$ cat config.mk
export PLATFORM = sky130hd
export DESIGN_NAME = uart_tx_frame_sequencer
export DESIGN_NICKNAME = d
export VERILOG_FILES = /design/src/rtl/uart_tx_frame_sequencer.sv
export SDC_FILE = /design/constraint.sdc
export NUM_CORES = 1
export LEC_CHECK = 0
export ABC_AREA = 1
export CORE_ASPECT_RATIO = 0.8
export CORE_UTILIZATION = 64
export CTS_BUF_LIST = sky130_fd_sc_hd__clkbuf_8
export CTS_CLUSTER_DIAMETER = 40
export DETAILED_ROUTE_END_ITERATION = 10
export GPL_ROUTABILITY_DRIVEN = 1
export PLACE_DENSITY = 0.87
export SETUP_SLACK_MARGIN = 0.15
export SLEW_MARGIN = 10
export SYNTH_ARGS = -nofsm -noshare
export SYNTH_HDL_FRONTEND = slang
export SYNTH_SLANG_ARGS = --single-unit
export TNS_END_PERCENT = 20
$ cat constraint.sdc
create_clock -name clk -period 5.8 [get_ports clk]
set_input_delay 1.45 -clock clk [delete_from_list [all_inputs] [get_ports clk]]
set_output_delay 1.45 -clock clk [all_outputs]
set_load 0.1 [all_outputs]
$ cat src/rtl/uart_tx_frame_sequencer.sv
// UART transmit sequencer: queues register-read / ALU-result messages and hands them
// to the transmitter byte-by-byte, LSB first. Optional length header: UART_TX_SEQ_LEN_HEADER_EN.
module uart_tx_frame_sequencer #(
  parameter int DATA_WIDTH   = 8,
  parameter int RESULT_BYTES = 2,
  parameter int QUEUE_DEPTH  = 4
) (
  input  logic                             clk,
  input  logic                             reset_n,
  input  logic                             read_data_valid,
  input  logic [DATA_WIDTH-1:0]            read_data,
  input  logic                             alu_result_valid,
  input  logic [RESULT_BYTES*DATA_WIDTH-1:0] alu_result,
  input  logic                             transmitter_busy_sync,
  output logic                             transmitter_parallel_data_valid,
  output logic [DATA_WIDTH-1:0]            transmitter_parallel_data,
  output logic                             uart_receiver_controller_en,
  output logic                             queue_full,
  output logic                             drop
);

  localparam int PAYLOAD_W = RESULT_BYTES * DATA_WIDTH;
  localparam int LEN_W     = 4;
`ifdef UART_TX_SEQ_LEN_HEADER_EN
  localparam int SHIFT_W   = PAYLOAD_W + DATA_WIDTH;
`else
  localparam int SHIFT_W   = PAYLOAD_W;
`endif
  localparam int PTR_W     = $clog2(QUEUE_DEPTH);
  localparam int CNT_W     = PTR_W + 1;

  typedef enum logic [1:0] {IDLE, SEND, ACTIVE, GAP} state_t;
  state_t state, state_next;

  logic [LEN_W-1:0]     len_mem     [QUEUE_DEPTH];
  logic [PAYLOAD_W-1:0] payload_mem [QUEUE_DEPTH];
  logic [PTR_W-1:0]     wr_ptr, rd_ptr;
  logic [CNT_W-1:0]     count;
  logic [SHIFT_W-1:0]   shift;
  logic [LEN_W-1:0]     byte_cnt;
  logic                 any_valid, push, pop, empty;
  logic [LEN_W-1:0]     push_len;
  logic [PAYLOAD_W-1:0] push_payload;

  assign any_valid  = read_data_valid | alu_result_valid;
  assign queue_full = (count == CNT_W'(QUEUE_DEPTH));
  assign empty      = (count == '0);
  // A full queue rejects the push even when the head is popped in the same cycle.
  assign push       = any_valid & ~queue_full;
  assign pop        = (state == IDLE) & ~empty & ~transmitter_busy_sync;

  always_comb begin
    if (read_data_valid) begin
      push_len     = LEN_W'(1);
      push_payload = PAYLOAD_W'(read_data);
    end else begin
      push_len     = LEN_W'(RESULT_BYTES);
      push_payload = alu_result;
    end
  end

  // NOTE: queue storage is deliberately not reset; occupancy and pointers alone define validity.
  always_ff @(posedge clk) begin
    if (push) begin
      len_mem[wr_ptr]     <= push_len;
      payload_mem[wr_ptr] <= push_payload;
    end
  end

  // NOTE: sequential state uses non-blocking assignments so every register samples pre-edge values.
  always_ff @(posedge clk) begin
    if (!reset_n) begin
      wr_ptr <= '0;
      rd_ptr <= '0;
      count  <= '0;
    end else begin
      if (push) wr_ptr <= wr_ptr + PTR_W'(1);
      if (pop)  rd_ptr <= rd_ptr + PTR_W'(1);
      case ({push, pop})
        2'b10:   count <= count + CNT_W'(1);
        2'b01:   count <= count - CNT_W'(1);
        default: count <= count;
      endcase
    end
  end

  always_ff @(posedge clk) begin
    if (!reset_n) begin
      shift    <= '0;
      byte_cnt <= '0;
    end else if (pop) begin
`ifdef UART_TX_SEQ_LEN_HEADER_EN
      // Header byte sits in the low lane so it leaves first; byte_cnt covers header + payload.
      shift    <= {payload_mem[rd_ptr], DATA_WIDTH'(len_mem[rd_ptr])};
      byte_cnt <= len_mem[rd_ptr];
`else
      shift    <= payload_mem[rd_ptr];
      byte_cnt <= len_mem[rd_ptr] - LEN_W'(1);
`endif
    end else if (state == GAP) begin
      shift    <= shift >> DATA_WIDTH;
      byte_cnt <= byte_cnt - LEN_W'(1);
    end
  end

  always_ff @(posedge clk) begin
    if (!reset_n) state <= IDLE;
    else          state <= state_next;
  end

  // NOTE: defaults first so no path through the case leaves an output unassigned (no latches).
  always_comb begin
    state_next                      = state;
    transmitter_parallel_data_valid = 1'b0;
    case (state)
      IDLE:   if (pop) state_next = SEND;
      SEND: begin
        transmitter_parallel_data_valid = 1'b1;
        if (transmitter_busy_sync) state_next = ACTIVE;
      end
      ACTIVE: begin
        transmitter_parallel_data_valid = 1'b1;
        if (!transmitter_busy_sync) state_next = (byte_cnt != '0) ? GAP : IDLE;
      end
      GAP:     state_next = SEND;
      default: state_next = IDLE;
    endcase
    transmitter_parallel_data = transmitter_parallel_data_valid ? shift[DATA_WIDTH-1:0] : '0;
  end

  always_ff @(posedge clk) begin
    if (!reset_n) begin
      drop                        <= 1'b0;
      uart_receiver_controller_en <= 1'b1;
    end else begin
      drop                        <= (read_data_valid & alu_result_valid) | (any_valid & queue_full);
      uart_receiver_controller_en <= (state == IDLE) & empty & ~push;
    end
  end

endmodule

# Yosys cells after proc, flatten, opt, wreduce, memory -nomap -nowiden
# Memories as Yosys holds them, arrays and structs flattened. A register that Yosys moved wholly into a read port is not among the register bits.
# Cells that the tools add are included.
dict set report classes {
  eq_ne 9
  bitwise 13
  reduce_logical 7
  addsub 6
  mux 20
}
# operator count
set op_table {}
lappend op_table {{16-bit 2-to-1 mux} 3}
lappend op_table {{2-bit 2-to-1 mux} 9}
lappend op_table {{4-bit 2-to-1 mux} 2}
lappend op_table {{8-bit 2-to-1 mux} 1}
lappend op_table {{2-bit one-hot mux with 4 select lines} 1}
lappend op_table {{4-bit by 1-bit subtractor with 4-bit output (second input constant)} 2}
lappend op_table {{1-bit bitwise AND} 7}
lappend op_table {{2-bit equality test (second input constant)} 3}
lappend op_table {{2-bit != test (second input constant)} 3}
lappend op_table {{3-bit one-hot mux with 2 select lines} 1}
lappend op_table {{2-bit by 1-bit adder with 2-bit output (second input constant)} 2}
lappend op_table {{2-bit by 1-bit equality test with 1-bit output (second input constant)} 2}
lappend op_table {{1-bit NOT} 4}
lappend op_table {{2-bit nonzero test} 2}
lappend op_table {{4-bit nonzero test} 1}
lappend op_table {{3-bit by 1-bit adder with 3-bit output (second input constant)} 1}
lappend op_table {{3-bit equality test (second input constant)} 1}
lappend op_table {{3-bit zero test} 1}
lappend op_table {{1-bit 2-to-1 mux} 3}
lappend op_table {{3-bit AND reduction} 1}
lappend op_table {{3-bit by 1-bit subtractor with 3-bit output (second input constant)} 1}
lappend op_table {{2-bit zero test} 1}
lappend op_table {{1-bit OR} 2}
lappend op_table {{2-bit OR reduction} 1}
dict set report totals {
  ram_bits 72
  word_cells 65
  n_memories 2
  ff_bits 31
  input_bits 29
  output_inout_bits 12
}
# memory depth width read_ports rd_ports_with_merged_regs write_ports line
set mem_list {}
lappend mem_list {payload_mem 4 16 1 1 1 36} ;# logic [PAYLOAD_W-1:0] payload_mem [QUEUE_DEPTH];
lappend mem_list {len_mem 4 2 1 1 1 35} ;# logic [LEN_W-1:0] len_mem [QUEUE_DEPTH];

# Logic depth before layout (Yosys ltp)
dict set report depth {
  ltp_word 6
  mapped_depth 12
  ltp_nobuf 12
}

# Least setup slack after synthesis
# No wires, ideal clock.
dict set report synth_timing {
  path_type {reg2out}
  from {reg state[1]}
  to {out transmitter_parallel_data[0]}
  stages_incl_launch_ff 6
  path_buffers 1
  arrival_time_ns 2.245
  path_slack_ns 2.105
  t_required_ns 4.350
  path_cell_list {dfxtp_1 > inv_1 > ha_1 > clkbuf_1 > nand2_1 > inv_1}
}
dict set report synth_via {
  elab_chain_len 4
  elab_cells_between_ends 5
  cone_classes {eq/ne: 2; mux: 2; reduce/logical: 1}
}
# item line
set synth_lines {}
lappend synth_lines {{start, declared} 33} ;# state_t state, state_next;
lappend synth_lines {{start signal, assigned} 108} ;# else state <= state_next;
lappend synth_lines {{2-bit equality test or 2-bit by 1-bit equality test with 1-bit output (tied branches)} 115} ;# case (state)
lappend synth_lines {{2-bit OR reduction (no line) *} --}
lappend synth_lines {{1-bit 2-to-1 mux *} 115}
lappend synth_lines {{net transmitter_parallel_data_valid} 15} ;# output logic transmitter_parallel_data_valid,
lappend synth_lines {{8-bit 2-to-1 mux *} 128} ;# transmitter_parallel_data = transmitter_parallel_data_valid ? shift[DATA_WIDTH-1:0] : '0;
lappend synth_lines {{end, declared} 16} ;# output logic [DATA_WIDTH-1:0] transmitter_parallel_data,
# Mark *: on every way through the listed nets, which the timed path passes. The rest lies on a longest branch.

# Final worst setup path
dict set report layout_timing {
  from {reg state[1]}
  to {out transmitter_parallel_data[5]}
}
dict set report layout_via {
  elab_chain_len 4
  elab_cells_between_ends 5
  cone_classes {eq/ne: 2; mux: 2; reduce/logical: 1}
}
# item line
set layout_lines {}
lappend layout_lines {{2-bit equality test or 2-bit by 1-bit equality test with 1-bit output (tied branches)} 115}
lappend layout_lines {{2-bit OR reduction (no line) *} --}
lappend layout_lines {{1-bit 2-to-1 mux *} 115}
lappend layout_lines {{8-bit 2-to-1 mux *} 128}
# Every way passes the cells marked *; elsewhere a longest branch is shown, timed or not.

==> qor.yml <==
outcome: "completed"
hold_path_depth: 2
area_delta_synth_final_pct: 15.1
syn_avg_cell_area_sq_um: 9.64
switchingPower_uw: 827
rrSetupSlack_ns: 3.10
grt_overflow_total: 0
worst_slew_pin_slew_ns: 0.971
p_clk_share_pct: 22.1
drt-initial-drc-count: 306
reg2reg_to: "count[2]"
clockRootBuffer: "clkbuf_8"
p_int_uw: 1410
grt_max_degree: 37
path_clk_slew_ns: 0.09
drv_slew: 0
hold_buffers: 0
fillers: 428
setup_viol: 0
fin_crit_sh_pct: 69.3
netlist_instances: 467
worstHoldStart: "shift[13]"
cts_resized: 0
fmax_ghz: 0.249
slew_headroom_pct: 35.0
p_sw_share_pct: 36.9
vdd_ir_drop_max_mv: 0.222
worstSetupStartpoint: "state[1]"
cts_max_path_buffers: 2
yosys_warnings: 0
synth_cell_types: 26
pre_cts_slack_ns: 1.79
required_ns: 4.35
grt_pass1_vias: 3203
p_seq_share_pct: 45.5
die_w_um: 95.8
pwr-share-comb_pct: 32.5
dr_total_vias: 3300
core_area_sq_mm: 0.00660
grt_usage_pct: 28.2
cts_made_buffers: 9
routed_wl_mm: 9.30
fin_ws_ns: 1.78
min_period_ns: 4.02
hp-class: "register to register"
drive_above_1_share_pct: 6.09
critPathMaxFanout: 10
drc: 0
critPathCaptureType: "output pin"
final_core_util_pct: 78.5
port-buffer-count: 40
grt_pass1_wl_mm: 15.3
arrival_ns: 2.57
fin_nets: 544
rsz0062_at_grt: "no"
cap_violations: 0
fin_total_pwr_uw: 2240
syn_area_sq_mm: 0.00450
die_h_um: 77.0
initial_core_util_pct: 68.2
first_pass_iters: 5
yosysSeqAreaShare_pct: 62.7
insertion_delay_ns: 0.37
leakage_uw: 0.00213
num_rows: 26
dpl.hpwl_mm: 6.13
yosys-top-cells-area: "edfxtp_1, dfxtp_1, nand2_1"
skew_ns: 0.00665
clock-sinks: 105
startpoint_type: "register"
die_area_sq_mm: 0.00738
cts_setup_buffers: 0
ioPinCount: 41
tritoncts: "yes"
wl_per_cell_um: 15.7
routabilityCongestion: 0.796
r2r-start: "state[0]"
antenna_found_initial: 0
synth_top_area_share_pct: 48.0
rr_worst_depth: 11
synth-seq-cells: 105
htreeDepth: 3
synth_top_area_cell: "edfxtp_1"
syn_nets: 507
detail-route-antenna-nets: 0
hold_violations: 0
diodes: 0
p_per_area_mw_per_mm2: 432
tns_ns: 0
setup.worst_path.end: "transmitter_parallel_data[5]"
vias_per_cell: 5.56
path_class: "register to output pin"
==> Yosys cell counts <==
| cell | n |
|---|---|
| a21oi_1 | 26 |
| a21oi_2 | 1 |
| a21oi_4 | 1 |
| a31oi_1 | 1 |
| buf_1 | 1 |
| buf_2 | 9 |
| buf_4 | 2 |
| clkbuf_1 | 7 |
| clkbuf_2 | 1 |
| clkinv_1 | 1 |
| dfxtp_1 | 33 |
| edfxtp_1 | 72 |
| fa_1 | 1 |
| ha_1 | 10 |
| inv_1 | 54 |
| inv_2 | 3 |
| nand2_1 | 115 |
| nand3_1 | 43 |
| nand3_2 | 2 |
| nor2_1 | 42 |
| nor2_4 | 2 |
| nor3_1 | 1 |
| o21ai_0 | 28 |
| o21ai_1 | 1 |
| o22ai_1 | 9 |
| o31ai_1 | 1 |
==> metrics by stage <==
stage	instance area, sq um	std cells	hold WS (ns)
after floorplan	4500	467	0.436
after global placement	4960	577	0.450
after detailed placement	4960	577	0.459
after CTS	5180	593	0.474
after global routing	5180	593	0.505
final	5180	593	0.471
==> cell type report <==
| type | count | area (sq um) | share of cell area (%) |
|---|---|---|---|
| Clock buffer | 9 | 124 | 2.39 |
| Clock inverter | 7 | 101 | 1.96 |
| Inverter | 58 | 218 | 4.20 |
| Multi-Input combinational cell | 284 | 1370 | 26.4 |
| Sequential cell | 105 | 2820 | 54.5 |
| Tap cell | 84 | 105 | 2.03 |
| Timing Repair Buffer | 46 | 445 | 8.59 |
==> power by group through the flow <==
stage               combinational [uW]  sequential [uW]  clock, uW
finish                             728             1020        494
global route                       804             1030        528
CTS                                725             1020        499
detailed placement                 719             1030          0
global placement                   686             1020          0
floorplan                          534             1030          0
==> metal layers <==
layer / track usage, % / part of all wire (%)
met3: 7.04 / 6.6
met5: 0 / 0
met1: 37.7 / 42
met2: 45.4 / 49
met4: 8.81 / 1.4
==> logic make-up after synthesis <==
group / count (synthesis) / synth area share, %
compound gates: 68 / 8.22
fa+ha+maj: 11 / 3.22
buf+inv: 78 / 6.95
flops: 105 / 62.7
simple gates: 205 / 18.9
==> state kept, by name (all words and copies together) (netlist names), 2 cells and up, named ones only <==
name and flops:
payload_mem 64, shift 16, len_mem 8, byte_cnt 4, count 3, rd_ptr 2, state 2, wr_ptr 2
==> cells in the final DEF, fill, tap and decap left out, drive strengths merged <==
cell,netlist,routed
ha,10,10
a21oi,28,28
nor2,44,44
fa,1,1
nor3,1,1
nand2,115,115
nand3,45,45
o21ai,29,29
o22ai,9,9
clkbuf,8,9
o31ai,1,1
bufinv,0,2
clkdlybuf4s50,0,40
clkinv,1,3
edfxtp,72,72
a31oi,1,1
dfxtp,33,33
clkinvlp,0,1
inv,57,59
buf,12,6
==> worst max-delay path, cell delays in order, from the launching register on <==
cell and delay [ns]:
dfxtp_1 0.39, inv_1 0.08, ha_1 0.45, nand2_1 0.10, inv_1 0.06, clkdlybuf4s50_1 1.12
==> worst min-delay path by stage <==
stage	to	slack, ns
3_3_place_gp	rd_ptr[1]	0.45
3_5_place_dp	shift[13]	0.46
5_1_grt	shift[13]	0.50
2_1_floorplan	register	0.44
6_report	shift[13]	0.47
4_1_cts	shift[13]	0.47
No activity file was read; power rests on OpenSTA's default activity.
==> RTL change, RTL diff (same flow settings) <==
Build with the macro `UART_TX_SEQ_LEN_HEADER_EN` defined.
--- a/src/rtl/uart_tx_frame_sequencer.sv
+++ b/src/rtl/uart_tx_frame_sequencer.sv
@@ -1,5 +1,7 @@
 // UART transmit sequencer: queues register-read / ALU-result messages and hands them
 // to the transmitter byte-by-byte, LSB first. Optional length header: UART_TX_SEQ_LEN_HEADER_EN.
+`define UART_TX_SEQ_LEN_HEADER_EN
+
 module uart_tx_frame_sequencer #(
   parameter int DATA_WIDTH   = 8,
   parameter int RESULT_BYTES = 2,
Check against the original RTL: not equivalent (Yosys sat finds a counterexample within 4 cycles, from zero or initial values and one cycle with reset_n low).
==> RTL change against the original RTL <==
  * Routed wire length grew 16%
  * Sequential cell count grew 8
  * Global-route usage grew 0.64 points
  * Clock skew grew 3.1 ps
  * Highest routed layer unchanged
  * Worst setup slack lost 120 ps
  * Area after synthesis grew 14%
  * Power grew 19%
  * Sequential share of layout area shrank 4.1 points
  * Cell area grew 14%
  * Cell count grew 22%
  * Maximum frequency shrank 2.8%
  * Utilization shrank 0.14 points
==> RTL change: results (changes against the original RTL) <==
crit_end: "transmitter_parallel_data[6]"
buf_share: 0.0751  # -0.0108
clk_pin_slew_worst_paths_ps: 70  # -20 ps
outcome: "finished, final reports clean"
final_nets: 647  # +19%
fin_skew_ps: 9.72  # +3.06 ps
hold_start: "rd_ptr[1]"
drive_above_1_share: 0.0855  # +0.0246
grt_pass1_wl_mm: 17.3  # +13%
cts_buffers: 17  # +8
p_seq_frac: 0.402  # -0.053
place_inst: 693  # +20%
grt_util_met1: 0.334  # -0.0425
route.met2.wl_mm: 5.39  # +17%
die_x_um: 102  # +6.5%
fill_cells: 466  # +8.9%
ys_types: 31  # +19%
vias_per_cell: 5.38  # -3.4%
grtUsageTotal: 0.288  # +0.00636
clk_latency_ps: 430  # +60 ps
leakagePower_nw: 2.64  # +24%
inverters: 89  # +53%
cts.htree.levels: 4  # +1
hpwlAfterDp_mm: 6.45  # +5.2%
met3_length_um: 801  # +30%
multiInputGateArea_sq_um: 1590  # +16%
ys_seq_area_frac: 0.583  # -0.0438
muxShareOfSynthArea: 0.00196  # +0.00196
placed_cell_area_sq_um: 5490  # +11%
drt-met1-wl_mm: 4.22  # +6.8%
-- RTL change: cell count changes in the layout (fill, tap and decap cells not counted), sizes merged, moves of 2 or more --
cell | before | now
clkbuf | 9 | 20
nor2 | 44 | 67
nand2 | 115 | 151
o22ai | 9 | 1
dfxtp | 33 | 41
clkinv | 3 | 6
bufinv | 2 | 4
inv | 59 | 91
nand3 | 45 | 55
a21oi | 28 | 23
-- RTL change: metrics by stage --
| stage | setup WS, ps | utilization |
|---|---|---|
| after floorplan | 2110 | - |
| after global routing | 1520 | 0.784 |
| final | 1660 | 0.784 |
| after CTS | 1650 | 0.784 |
| after global placement | 2160 | 0.726 |
| after detailed placement | 2090 | 0.726 |
-- RTL change: critical path, cell delays in order, from the launching register on --
cell             delay (ps)
dfxtp_1                 390
inv_1                   100
ha_1                    490
nand2_1                  90
inv_1                    60
clkdlybuf4s50_1        1130
